File: src/rtl/cam_pkg.sv
// cam_pkg
//   Shared constants and types for the content-addressable register file.
//   Holds the default geometry (entry width, entry count, init pattern base)
//   and the entry data typedef used when the block is built at defaults.
//   No ports: this is a package imported by cam_prio_enc and cam_regfile.
package cam_pkg;

  localparam int DEFAULT_WIDTH     = 4;
  localparam int DEFAULT_DEPTH     = 8;
  localparam int DEFAULT_INIT_BASE = 8;

  typedef logic [DEFAULT_WIDTH-1:0] entry_t;

endpackage : cam_pkg

File: src/rtl/cam_prio_enc.sv
// cam_prio_enc
//   Purely combinational two-sided priority encoder over a match vector.
//   Reports the lowest and highest set bit positions and whether any bit is
//   set. With no bit set both indices read 0.
// Ports:
//   match_vec  in   DEPTH   one bit per CAM entry, 1 = entry matched
//   min_idx    out  ADDR_W  index of lowest set bit (0 if none)
//   max_idx    out  ADDR_W  index of highest set bit (0 if none)
//   any_set    out  1       at least one bit of match_vec is set
module cam_prio_enc
  import cam_pkg::*;
#(
  parameter int DEPTH = DEFAULT_DEPTH,
  localparam int ADDR_W = $clog2(DEPTH)
) (
  input  logic [DEPTH-1:0]  match_vec,
  output logic [ADDR_W-1:0] min_idx,
  output logic [ADDR_W-1:0] max_idx,
  output logic              any_set
);

  // Scanning downward lets the last hit written be the lowest one; scanning
  // upward does the same for the highest.
  always_comb begin
    min_idx = '0;
    max_idx = '0;
    for (int i = DEPTH - 1; i >= 0; i--) begin
      if (match_vec[i]) min_idx = ADDR_W'(i);
    end
    for (int i = 0; i < DEPTH; i++) begin
      if (match_vec[i]) max_idx = ADDR_W'(i);
    end
  end

  assign any_set = |match_vec;

endmodule : cam_prio_enc

File: src/rtl/cam_regfile.sv
// cam_regfile
//   Register file with a parallel content search. Each lookup compares
//   lookup_data against every entry and reports (one cycle later) whether
//   anything matched plus the lowest and highest matching index. A lookup
//   may also rewrite every matching entry with new_data, and a direct
//   single-entry write port is provided. init reloads an incrementing pattern.
//   Build option: define CAM_MATCH_COUNT_EN to add the match_count output.
// Ports:
//   clk           in   1        clock, all state on rising edge
//   init          in   1        synchronous active-high reset / pattern load
//   lookup_valid  in   1        search requested this cycle
//   lookup_data   in   WIDTH    value searched
//   set_en        in   1        replace matching entries (needs lookup_valid)
//   new_data      in   WIDTH    replacement value for set_en
//   wr_en         in   1        direct write enable
//   wr_addr       in   ADDR_W   direct write index
//   wr_data       in   WIDTH    direct write value
//   out_valid     out  1        result below belongs to last cycle's lookup
//   hit           out  1        at least one entry matched
//   min_addr      out  ADDR_W   lowest matching index
//   max_addr      out  ADDR_W   highest matching index
//   match_count   out  ADDR_W+1 number of matches (CAM_MATCH_COUNT_EN only)
module cam_regfile
  import cam_pkg::*;
#(
  parameter int WIDTH     = DEFAULT_WIDTH,
  parameter int DEPTH     = DEFAULT_DEPTH,
  parameter int INIT_BASE = DEFAULT_INIT_BASE,
  localparam int ADDR_W   = $clog2(DEPTH)
) (
  input  logic              clk,
  input  logic              init,
  input  logic              lookup_valid,
  input  logic [WIDTH-1:0]  lookup_data,
  input  logic              set_en,
  input  logic [WIDTH-1:0]  new_data,
  input  logic              wr_en,
  input  logic [ADDR_W-1:0] wr_addr,
  input  logic [WIDTH-1:0]  wr_data,
  output logic              out_valid,
  output logic              hit,
  output logic [ADDR_W-1:0] min_addr,
  output logic [ADDR_W-1:0] max_addr
`ifdef CAM_MATCH_COUNT_EN
  ,
  output logic [ADDR_W:0]   match_count
`endif
);

  logic [WIDTH-1:0]  mem [DEPTH];
  logic [DEPTH-1:0]  match_vec;
  logic [ADDR_W-1:0] enc_min;
  logic [ADDR_W-1:0] enc_max;
  logic              enc_any;

  // The search uses the contents held before this edge, so the reported
  // result of a set_en lookup always reflects the pre-write values.
  always_comb begin
    match_vec = '0;
    for (int i = 0; i < DEPTH; i++) begin
      match_vec[i] = (mem[i] == lookup_data);
    end
  end

  cam_prio_enc #(
    .DEPTH(DEPTH)
  ) u_prio_enc (
    .match_vec(match_vec),
    .min_idx  (enc_min),
    .max_idx  (enc_max),
    .any_set  (enc_any)
  );

  // Entry storage. init wins over everything; otherwise a direct write to an
  // entry beats a set_en replacement of that same entry, while the other
  // matching entries still take new_data.
  always_ff @(posedge clk) begin
    for (int i = 0; i < DEPTH; i++) begin
      if (init) begin
        mem[i] <= WIDTH'(INIT_BASE + i);
      end else if (wr_en && (wr_addr == ADDR_W'(i))) begin
        mem[i] <= wr_data;
      end else if (lookup_valid && set_en && match_vec[i]) begin
        mem[i] <= new_data;
      end
    end
  end

  // Result registers. Outside a valid lookup the result fields hold so a
  // consumer can still read the last answer after out_valid drops.
  always_ff @(posedge clk) begin
    if (init) begin
      out_valid <= 1'b0;
      hit       <= 1'b0;
      min_addr  <= '0;
      max_addr  <= '0;
    end else begin
      out_valid <= lookup_valid;
      if (lookup_valid) begin
        hit      <= enc_any;
        min_addr <= enc_min;
        max_addr <= enc_max;
      end
    end
  end

`ifdef CAM_MATCH_COUNT_EN
  logic [ADDR_W:0] count_next;

  always_comb begin
    count_next = '0;
    for (int i = 0; i < DEPTH; i++) begin
      count_next = count_next + (ADDR_W + 1)'(match_vec[i]);
    end
  end

  always_ff @(posedge clk) begin
    if (init) begin
      match_count <= '0;
    end else if (lookup_valid) begin
      match_count <= count_next;
    end
  end
`endif

endmodule : cam_regfile

File: config.mk
export PLATFORM = sky130hd
export DESIGN_NAME = cam_regfile
export DESIGN_NICKNAME = d
export VERILOG_FILES = /design/src/rtl/cam_pkg.sv /design/src/rtl/cam_prio_enc.sv /design/src/rtl/cam_regfile.sv
export SDC_FILE = /design/constraint.sdc
export NUM_CORES = 1
export LEC_CHECK = 0
export BUFFER_PORTS_ARGS = -buffer_cell sky130_fd_sc_hd__buf_2
export CORE_ASPECT_RATIO = 0.8
export CORE_UTILIZATION = 50
export DETAILED_ROUTE_END_ITERATION = 8
export PLACE_DENSITY = 0.79
export RECOVER_POWER = 25
export SYNTH_ARGS = -nofsm -noshare
export SYNTH_HDL_FRONTEND = slang
export SYNTH_SLANG_ARGS = --single-unit
export TNS_END_PERCENT = 100
File: constraint.sdc
create_clock -name clk -period 2.41 [get_ports clk]
set_clock_uncertainty 0.15 [all_clocks]
set_input_delay 0 -clock clk [delete_from_list [all_inputs] [get_ports clk]]
set_output_delay 0 -clock clk [all_outputs]
set_load 0.02 [all_outputs]
; ---- Yosys cells after proc, flatten, opt, wreduce, memory -nomap -nowiden
; Memories as Yosys holds them, arrays and structs flattened.
; Index checks and enable logic that the tools add are counted.
[word_totals]
input_bits = 20
ramBits = 32
register_bits = 8
out_inout_bits = 8
n_memories = 1
elab_cells = 144
[op_classes]
n_mux = 89
n_reduce_logical = 19
bitwise = 16
n_eq_ne = 15
[mem_list]
columns = name, words, word_bits, rd, rd_clocked_by_memory_dff, write_ports, line_no
row1 = mem, 8, 4, 8, 0, 8, cam_regfile.sv:50  ; logic [WIDTH-1:0] mem [DEPTH];
[ops]
columns = op, count
row1 = $mux 4, 16
row2 = $mux 1, 59
row3 = $mux 3, 12
row4 = $eq 4x4->1, 8
row5 = $logic_and 1x1->1, 17
row6 = $or 1x1->1, 16
row7 = $eq 3x3->1 const B, 4
row8 = $reduce_or 8->1, 1
row9 = $eq 3x2->1 const B, 2
row10 = $mux 2, 2
row11 = $eq 3x1->1 const B, 1
row12 = $logic_not 3->1, 1

; ---- Depth between registers and ports, before layout
; Gate-level depths: netlist of run 1.
; An unclocked memory read counts as a cell.
[depth]
ltp_word = 10
depth_mapped = 6
ltp_nobuf = 5

; ---- Cells and area by module
; From an unflattened synthesis of run 1, not the netlist that was laid out.
[hier_totals]
cells_unflattened = 231
area_unflattened_um2 = 2524.9
[by_module_without_submodules]
columns = module, seq_area_each_um2, cells_per_inst, area_per_inst_um2, n_inst
row1 = cam_regfile, 1121.1, 212, 2399.8, 1
row2 = cam_prio_enc, 0.0, 19, 125.1, 1

; ---- Worst setup path after synthesis of run 1
; OpenSTA, ideal clock, no wires.
[synth_timing]
kind = reg2reg
startpoint = mem mem[1][14] (netlist name)
endpoint = mem mem[1][12] (netlist name) (enable)
arrival_ps = 1333
required_ps = 1899
setup_time_ps = 361
path_stages_with_launch = 5
slack_ps = 566
synth_period_minus_slack_ps = 1844
n_path_buf = 0
cell_sequence = edfxtp_1 > xor2_1 > nor4_4 > inv_1 > o21ai_0
[synth_rtl]
columns = element, line_no
row1 = "start, declared", cam_regfile.sv:50

==> results of run 1 <==
logic make-up (layout without fill, tap and decap cells):
| kind of cell | Yosys count | count (layout) |
|---|---|---|
| buffers and inverters | 19 | 57 |
| AOI/OAI and AO/OA | 59 | 59 |
| and+or+nand+nor | 67 | 67 |
| xor gates and xnor gates | 32 | 32 |
| DFF | 40 | 40 |
through the flow:
stage	util [%]	power [mW]	hold WS, ps	std cells	setup WS, ps
after floorplan	-	0.9517	45.25	217	566.0
after global placement	56.50	1.011	170.0	291	432.0
after detailed placement	56.50	1.015	168.6	291	384.7
after CTS	61.23	1.481	3.166	310	131.3
after global routing	61.53	1.529	9.024	312	10.30
final	61.53	1.474	20.40	312	122.8
state kept, by name, summed over array words and instances, names as in the netlist:
signal     cells
out_valid      1
max_addr       3
mem           32
hit            1
min_addr       3
per-layer routing:
| layer | vias to the layer above | track usage [%] |
|---|---|---|
| met5 | - | 0 |
| met3 | 17 | 5.839 |
| met2 | 102 | 36.84 |
| met4 | 0 | 9.670 |
| li1 | 877 | - |
| met1 | 863 | 31.26 |
critical path: cells and delay by family, from the launching register on:
kind	cells	cell delay, ps
buf+inv	1	560
flops	1	390
simple gates	2	540
xor+xnor	1	180
compound gates	1	210
power breakdown:
group          total (mW)  switching, mW  internal, mW
logic               0.234          0.144        0.0896
registers           0.784         0.0113         0.773
clock network       0.456          0.228         0.228
synthesized netlist by cell type (2+ instances only):
master | n | share of area [%]
a211oi_1 | 2 | 0.66
o21ai_0 | 10 | 2.2
edfxtp_1 | 32 | 42
nand2_1 | 15 | 2.5
a22o_1 | 4 | 1.5
nand2b_1 | 2 | 0.55
a211o_1 | 2 | 0.77
or3_1 | 4 | 1.1
o22a_1 | 15 | 5.8
o22ai_1 | 9 | 2.5
and3_1 | 2 | 0.55
buf_6 | 4 | 2.0
xnor2_1 | 28 | 11
dfxtp_1 | 8 | 7.0
a21oi_1 | 12 | 2.6
nor3_1 | 6 | 1.3
xor2_1 | 4 | 1.5
nor2b_1 | 4 | 1.1
inv_1 | 9 | 1.5
nand4_1 | 7 | 1.9
clkbuf_1 | 5 | 0.82
and2_1 | 2 | 0.55
nor2_1 | 15 | 2.5
worst max-delay path by stage:
stage               start    endpoint  slack, ps  cells after the start
2_1_floorplan  mem[1][14]  mem[1][12]        570                      4
3_3_place_gp   mem[1][14]  mem[1][15]        430                      4
3_5_place_dp   mem[1][14]  mem[1][13]        380                      4
4_1_cts        mem[1][14]  mem[1][12]        130                      5
5_1_grt        mem[1][12]  mem[1][12]         10                      5
6_report       mem[1][12]  mem[1][12]        120                      5
cells in the final DEF, fill, tap and decap left out, types with 2 or more instances in the layout:
master         count
edfxtp_1          32
xnor2_1           28
buf_2             18
nor2_1            15
nand2_1           15
o22a_1            15
a21oi_1           12
dlygate4sd3_1     11
o21ai_0           10
inv_1              9
o22ai_1            9
dfxtp_1            8
clkbuf_1           8
nand4_1            7
nor3_1             6
clkbuf_8           6
a22o_1             4
nor2b_1            4
or3_1              4
xor2_1             4
a211oi_1           2
a211o_1            2
and3_1             2
nand2b_1           2
clkinv_2           2
buf_4              2
final cells by class:
class                   instances  area, sq um  area share (%)
clock inverters                 2        10.01          0.3799
multi-input cells             158         1064           40.36
clock buffers                   6        82.58           3.134
well taps                      57        71.32           2.707
flip-flops and latches         40         1121           42.55
repair buffers                 40        252.7           9.592
inverters                       9        33.78           1.282
what timing repair did:
item / CTS / global route
resized for setup: 0 / 2
hold buffers: 11 / 0
endpoints found under the hold margin: 22 / 0
endpoints found under the setup margin: 0 / 1
setup buffers: 0 / 2
==> results.md, run 1 <==
* Status: finished, final reports clean
* CTS tree: built
* # diodes at 0
* Met3 wire length at 505 microns
* Endpoints failing hold at 0
* Critical Setup Path Class: flop to flop
* Worst hold endpoint: mem[1][11]
* Sum Neg Setup Slack at 0 ps
* WL final at 5364 microns
* CTS buffer count at 5
* Post-synthesis async set-or-reset flop share at 0%
* Yosys reg bits at 40
* Reg clk slew, reported paths at 70 ps
* Worst Tran Pin Value at 613.2 ps
* Die Area at 0.004840 sq mm
* RSZ-0062 raised after global routing: false
* Min-delay worst type: input pin to flop
* Hold Path Cell Cnt at 2
* Final Slew Violations at 0
* Area grow syn2layout at 15.46%
* Clk buf depth at 2
* Sequential share of the synthesized area at 49.12%
* Die width at 77.54 microns
* Share of cells above drive strength 1 at 12.94%
* Routed Antenna Nets at 0
* Top_reg_cell synth: edfxtp_1
* Largest family of logic cells by synthesized area: compound AO/OA/AOI/OAI gates
* Period minus WS final at 2287 ps
* Slowest stage delay, CP at 560 ps
* Top Ports at 28
* H-tree lvl count at 2
* VDD IR-drop max at 0.0004035 V
* Crit path required time at 2310 ps
* CTS Root Cell: clkbuf_8
* First-pass GRT wire length at 8335 microns
* Starting Density at 53.29%
* Worst reg2reg path depth at 5
* Post-Syn Area at 0.002282 sq mm
* Post-Synth Simple-Gate Area at 16.17%
* Worst-path fanout max at 4
* Cells after Synth at 217
* Vias in the first global route at 1641
* CP endpoint kind: flop
* CTS sink cnt at 40
* Initial DRC count at 259
* Max-slew headroom at 58.69%
* Worst R2R Setup Slack at 120 ps
* Max cap viols at 0
* WP data arrival at 2190 ps
* Vias at 1859
* Clk_lat worst skew at 300 ps
* Routed met1 length at 2244 microns
* Drt pass-1 iters at 5
* HPWL after DPL at 3836 microns
* Wire length on met2 at 2492 microns
* Core Region at 0.004283 sq mm
* Post-layout nets at 274
* Fmax at 437.2 MHz
* Avg Cell Area, Syn at 10.52 sq um
* Number of flops mapped to enable cells by yosys at 32
* Post-DP Area at 0.002420 sq mm
* Die Span Y at 62.43 microns
* Fin crit share at 94.91%
* Number of port buffers at 27
* R2R Path End: mem[1][12]
* FF-to-FF Start: mem[1][12]
* Total grt overflow at 0
* # setup viols final at 0
* Yosys warnings at 0
* Total GRT Usage at 23.53%
* Cells along the critical path: xor2_1, nor4_4, nand2_1, o22a_1, dlygate4sd3_1
* Placer Congestion at 0.9787
* Post-layout instance area at 0.002635 sq mm
* Worst hold path startpoint: wr_data[3]
* Post-Synth Adder-Cell Area at 0%
* Largest net degree at the start of global routing at 18
* DRC viols at 0
* Post-synthesis mux area share at 0%
* Pleak at 0.8654 nW
* Uppermost layer routed: met4
* Post-DR vias/cell at 5.958
* PwrDens at 559.3 mW/mm^2
* Worst path slowest cell: dlygate4sd3_1
* Routed length per instance at 17.19 microns
* XOR/XNOR share of the synthesized area at 12.28%
* Synth Net Count at 237
* Library cells used by synthesis at 39
* Antenna violations before repair at 0
* CP startpoint kind: flop
* Rows at 21
* Filler cell count at 370
* Synth Area in Compound Gates at 17.93%
Note: power is estimated with default switching activity, not from simulation.
==> run 2: changes to the inputs <==
clock period = 2.78 ns   (was 2.41 ns; I/O delays follow)
==> run 2 against run 1 <==
Compared with the run above: global-route usage fell by 0.51 points; power fell by 14%; register-to-register slack improved by 220 ps; sequential cell count did not move; combinational power fell by 15%; wire length fell by 2.8%; sequential power fell by 13%; core utilization fell by 0.58 points; cell count fell by 0.64%; critical path type is now input pin to flop; critical endpoint is now mem[1][10]; largest power group unchanged.
==> results.md, run 2 (synthesized netlist as in run 1, its figures left out) <==
* Die width at 77.54 microns (unchanged)
* WP data arrival at 2470 ps (was 2190 ps)
* CP endpoint kind: flop (unchanged)
* Largest register by flop count: mem (unchanged)
* Critical Path Stages at 7 (was 5)
* Die Span Y at 62.43 microns (unchanged)
* Top cell family by delay on the critical path: buffers and inverters (unchanged)
* Internal cell power at 0.9427 mW (was 1.090 mW)
* Final core occ at 60.94% (was 61.53%)
* Placer Congestion at 0.9706 (was 0.9787)
* Status: finished, final reports clean (unchanged)
* Share of cells above drive strength 1 at 11.86% (was 12.94%)
* Post-CTS setup buffer count at 0 (unchanged)
* Fin cells at 310 (was 312)
* Routed length per instance at 16.82 microns (was 17.19 microns)
* Max-slew headroom at 61.61% (was 58.69%)
* Starting Density at 53.29% (unchanged)
* Worst Tran Pin Value at 569.8 ps (was 613.2 ps)
* Commonest non-fill, non-tap cell in the layout: edfxtp_1 (unchanged)
* Pleak at 0.8443 nW (was 0.8654 nW)
* Drt pass-1 iters at 4 (was 5)
* Max cap viols at 0 (unchanged)
* Worst reg2reg path depth at 5 (unchanged)
* Routed Antenna Nets at 0 (unchanged)
* Psw at 0.3247 mW (was 0.3835 mW)
* Number of port buffers at 27 (unchanged)
* Pre-CTS WS at 751.5 ps (was 384.7 ps)
* Slowest stage delay, CP at 550 ps (was 560 ps)
* Routed met1 length at 2259 microns (was 2244 microns)
* Logic pwr share at 15.6% (was 15.9%)
* CTS sink cnt at 40 (unchanged)
* Switching share of total power at 25.62% (was 26.02%)
* Uppermost layer routed: met4 (unchanged)
* H-tree lvl count at 2 (unchanged)
* Endpoints failing hold at 0 (unchanged)
* # diodes at 0 (unchanged)
* Clock share of power at 30.8% (was 30.9%)
* Post-layout nets at 272 (was 274)
* Largest registers: mem: 32 flops, max_addr: 3 flops, min_addr: 3 flops (unchanged)
* Vias in the first global route at 1703 (was 1641)
* Reg clk slew, reported paths at 70 ps (about the same)
* Largest net degree at the start of global routing at 18 (unchanged)
* CTS buffer count at 5 (unchanged)
* WL final at 5214 microns (was 5364 microns)
* Post-CTS Resized at 0 (unchanged)
* Die Area at 0.004840 sq mm (unchanged)
* Critical Setup Path Class: input pin to flop (was flop to flop)
* Share of total power in sequential cells at 53.6% (was 53.2%)
* HPWL after DPL at 3790 microns (was 3836 microns)
* Filler cell count at 374 (was 370)
* CTS Root Cell: clkbuf_8 (unchanged)
* Wire length on met2 at 2322 microns (was 2492 microns)
* Vias at 1814 (was 1859)
* Dpl cells at 291 (unchanged)
* Initial DRC count at 250 (was 259)
* Final Worst Setup Slack at 208.2 ps (was 122.8 ps)
* Worst path slowest cell: dlygate4sd3_1 (unchanged)
* Crit path required time at 2680 ps (was 2310 ps)
* Clk buf depth at 2 (unchanged)
* FF/Latch Area at 0.001121 sq mm (unchanged)
* Fmax at 388.8 MHz
* DRC viols at 0 (unchanged)
* Antenna violations before repair at 0 (unchanged)
* Top Ports at 28 (unchanged)
* RSZ-0062 raised after global routing: false (unchanged)
* CP startpoint kind: input pin (was flop)
* Final Slew Violations at 0 (unchanged)
* First-pass GRT wire length at 8335 microns (unchanged)
* Worst hold slack at 10.74 ps (was 20.40 ps)
* Area grow syn2layout at 14.36% (was 15.46%)
* CTS tree: built (unchanged)
* # setup viols final at 0 (unchanged)
* Most frequent cells in the layout: edfxtp_1 (32), xnor2_1 (28), buf_2 (19) (was edfxtp_1 (32), xnor2_1 (28), buf_2 (18))
* Period minus WS final at 2572 ps
* Hold Path Cell Cnt at 2 (unchanged)
* Clk_lat worst skew at 290 ps (was 300 ps)
* PwrDens at 485.6 mW/mm^2 (was 559.3 mW/mm^2)
* CP Buf/Inv Count at 3 (was 1)
* Min-delay worst type: input pin to flop (unchanged)
* Cells along the critical path: dlygate4sd3_1, buf_2, nor2b_4, nand2_1, or3_1, o22a_1, dlygate4sd3_1 (was xor2_1, nor4_4, nand2_1, o22a_1, dlygate4sd3_1)
* Met3 wire length at 537 microns (was 505 microns)
* Post-DR vias/cell at 5.852 (was 5.958)
* Most used cell, CP: dlygate4sd3_1
* Total GRT Usage at 23.03% (was 23.53%)
* Multi-input logic area at 0.001056 sq mm (was 0.001064 sq mm)
* Rows at 21 (unchanged)
* Total grt overflow at 0 (unchanged)
* Largest register FFs at 32 (unchanged)
* VDD IR-drop max at 0.0004353 V (was 0.0004035 V)
* Worst-path fanout max at 17 (was 4)
* Core Region at 0.004283 sq mm (unchanged)
* Fin crit share at 92.51%
* Sum Neg Setup Slack at 0 ps (unchanged)
## run 2: cell types whose count changed in the layout (fill, tap and decap cells not counted), sizes merged
| cell | change |
|---|---|
| buf | -1 |
| clkbuf | -1 |
## run 2: worst reg2reg max path, stage by stage, from the launching register on
cell and delay (ps):
edfxtp_1 390, xnor2_1 210, nand4_1 210, or3_1 470, o22a_1 210, dlygate4sd3_1 550
## run 2: path summary, 6_finish.rpt
check / startpoint / endpoint / slack [ps]
max reg2reg: mem[1][8] / mem[1][10] / 340
min reg2reg: min_addr[2] / min_addr[2] / 320
min: wr_data[0] / mem[1][12] / 10
max: init / mem[1][10] / 210
## run 2: per-layer routing
| metal | track usage [%] | vias up |
|---|---|---|
| met3 | 5.255 | 14 |
| li1 | - | 877 |
| met5 | 0 | - |
| met2 | 34.85 | 90 |
| met1 | 32.10 | 833 |
| met4 | 8.962 | 0 |
## run 2: cell type report
cell class	instances	area share [%]
clock buffers	6	3.164
clock inverters	2	0.3835
inverters	9	1.294
multi-input cells	158	40.46
flip-flops and latches	40	42.95
well taps	57	2.733
repair buffers	38	9.012
## run 2: power by group through the flow
stage          logic, mW  registers, mW  clock network (mW)
6_report           0.198          0.679               0.390
5_1_grt            0.214          0.682               0.422
4_1_cts            0.198          0.679               0.391
3_5_place_dp       0.187          0.693                   0
3_3_place_gp       0.185          0.692                   0
2_1_floorplan      0.123          0.702                   0
## run 2: metrics by stage
stage	cell area, sq um	total power, mW
2_1_floorplan	2282	0.8250
3_3_place_gp	2420	0.8766
3_5_place_dp	2420	0.8792
4_1_cts	2623	1.268
5_1_grt	2610	1.317
6_report	2610	1.267
## run 2: repair_timing
| action | in CTS | in global routing |
|---|---|---|
| hold endpoints to repair | 22 | 0 |
| setup endpoints to repair | 0 | 0 |
| hold buffers | 11 | 0 |
==> run 3: changes to the inputs <==
PLACE_DENSITY = 0.7   (was 0.79)
==> run 3 against run 2 <==
Compared with the run above: sequential cell count unchanged; critical path depth unchanged; register-to-register slack is essentially flat; count of clock-buffer cells in the layout increased by 1; largest cell class unchanged; core utilization grew 0.70 points; via count increased by 1.0%; critical path type unchanged; cell count grew 0.65%.
==> results.md, run 3 (synthesized netlist as in run 1, its figures left out) <==
* Max-slew headroom at 57.52% (was 61.61%)
* CP endpoint kind: flop (unchanged)
* Period minus WS final at 2589 ps (was 2572 ps)
* RSZ-0062 raised after global routing: false (unchanged)
* Die width at 77.54 microns (unchanged)
* Clock share of power at 32.7% (was 30.8%)
* Final Slew Violations at 0 (unchanged)
* CTS sink cnt at 40 (unchanged)
* Fin crit share at 93.12% (was 92.51%)
* Clk_lat worst skew at 290 ps (about the same)
* Wire length on met2 at 2433 microns (was 2322 microns)
* Vias at 1833 (was 1814)
* Worst Tran Pin Value at 630.6 ps (was 569.8 ps)
* Share of cells above drive strength 1 at 11.37% (was 11.86%)
* Number of port buffers at 27 (unchanged)
* Psw at 0.3299 mW (was 0.3247 mW)
* PwrDens at 494.7 mW/mm^2 (was 485.6 mW/mm^2)
* Routed Antenna Nets at 0 (unchanged)
* Sum Neg Setup Slack at 0 ps (unchanged)
* Die Span Y at 62.43 microns (unchanged)
* Commonest non-fill, non-tap cell in the layout: edfxtp_1 (unchanged)
* Clk buf depth at 2 (unchanged)
* Logic pwr share at 15.3% (was 15.6%)
* Post-layout instance area at 0.002640 sq mm (was 0.002610 sq mm)
* Reg clk slew, reported paths at 70 ps (about the same)
* Largest net degree at the start of global routing at 18 (unchanged)
* HPWL after DPL at 3915 microns (was 3790 microns)
* Largest registers: mem: 32 flops, max_addr: 3 flops, min_addr: 3 flops (unchanged)
* Die Area at 0.004840 sq mm (unchanged)
* Pleak at 0.8523 nW (was 0.8443 nW)
* Fmax at 386.3 MHz (was 388.8 MHz)
* Max cap viols at 0 (unchanged)
* Total GRT Usage at 25.48% (was 23.03%)
* Routed length per instance at 17.53 microns (was 16.82 microns)
* Drt pass-1 iters at 4 (unchanged)
* VDD IR-drop max at 0.0003554 V (was 0.0004353 V)
* Internal cell power at 0.9760 mW (was 0.9427 mW)
* H-tree lvl count at 2 (unchanged)
* Vias in the first global route at 1738 (was 1703)
* Largest register FFs at 32 (unchanged)
* Post-CTS setup buffer count at 0 (unchanged)
* Critical Setup Path Class: input pin to flop (unchanged)
* Post-DR vias/cell at 5.875 (was 5.852)
* Top Ports at 28 (unchanged)
* Core Region at 0.004283 sq mm (unchanged)
* Post-DP Area at 0.002420 sq mm (unchanged)
* Crit path required time at 2670 ps (was 2680 ps)
* Most frequent cells in the layout: edfxtp_1 (32), xnor2_1 (28), buf_2 (19) (unchanged)
* Switching share of total power at 25.26% (was 25.62%)
* Post-layout nets at 274 (was 272)
* Met3 wire length at 424 microns (was 537 microns)
* # diodes at 0 (unchanged)
* Share of total power in sequential cells at 52.0% (was 53.6%)
* First-pass GRT wire length at 8990 microns (was 8335 microns)
* Final core occ at 61.64% (was 60.94%)
* Starting Density at 53.29% (unchanged)
* Area grow syn2layout at 15.68% (was 14.36%)
* Min-delay worst type: input pin to flop (unchanged)
* CTS buffer count at 5 (unchanged)
* Uppermost layer routed: met4 (unchanged)
* CTS tree: built (unchanged)
* Total grt overflow at 0 (unchanged)
* DRC viols at 0 (unchanged)
* WP data arrival at 2480 ps (was 2470 ps)
* Antenna violations before repair at 0 (unchanged)
* Filler cell count at 389 (was 374)
* WL final at 5468 microns (was 5214 microns)
* Rows at 21 (unchanged)
* Endpoints failing hold at 0 (unchanged)
* Worst-path fanout max at 17 (unchanged)
* Status: finished, final reports clean (unchanged)
* Routed met1 length at 2496 microns (was 2259 microns)
* Initial DRC count at 144 (was 250)
* # setup viols final at 0 (unchanged)
* CP startpoint kind: input pin (unchanged)
* CTS Root Cell: clkbuf_8 (unchanged)
* Largest register by flop count: mem (unchanged)
* Placer Congestion at 0.9245 (was 0.9706)
run 3: cell count changes in the layout (fill, tap and decap cells not counted), sizes merged:
cell	previous run	this run
dlygate4sd3	11	13
clkbuf	14	15
clkinv	2	1
run 3: repair_timing:
item                      4_1_cts  5_1_grt
hold buffers                   13        0
hold endpoints to repair       22        0
gates resized for setup         0        0
run 3: power groups by stage:
stage,logic (mW),registers (mW),clock network (mW)
after CTS,0.201,0.680,0.435
final,0.199,0.680,0.427
after detailed placement,0.188,0.693,0
after floorplan,0.123,0.702,0
after global routing,0.218,0.683,0.462
after global placement,0.186,0.692,0
run 3: routing by layer:
layer / vias up / track usage (%)
met4: 0 / 7.783
met5: - / 0
li1: 881 / -
met1: 872 / 37.02
met3: 9 / 6.569
met2: 71 / 37.28
run 3: area by class of cell:
cell class / instances / area [sq um] / area share (%)
timing repair buffer: 40 / 255.2 / 9.668
clock inverter: 1 / 5.005 / 0.1896
inverter: 9 / 33.78 / 1.280
clock buffer: 7 / 97.59 / 3.697
sequential: 40 / 1121 / 42.46
multi-input combinational: 158 / 1056 / 40.00
tap: 57 / 71.32 / 2.701
run 3: final timing paths:
check	startpoint	to	slack, ps	depth (start not counted)
setup / recovery	init	mem[1][10]	190	7
hold reg to reg	min_addr[2]	min_addr[2]	310	2
setup reg to reg	mem[1][8]	mem[1][10]	340	5
hold / removal	wr_data[3]	mem[1][7]	20	2
run 3: worst max-delay path, cell delays in order:
cell and delay, ps:
dlygate4sd3_1 530, buf_2 240, nor2b_4 180, nand2_1 240
or3_1 520, o22a_1 210, dlygate4sd3_1 560
run 3: through the flow:
stage	hold slack [ps]	instances	setup WS (ps)	power, mW
2_1_floorplan	45.25	217	936.0	0.8250
3_3_place_gp	165.1	291	841.4	0.8785
3_5_place_dp	172.4	291	783.8	0.8815
4_1_cts	3.318	312	349.1	1.316
5_1_grt	21.19	312	115.7	1.363
6_report	23.06	312	191.1	1.306
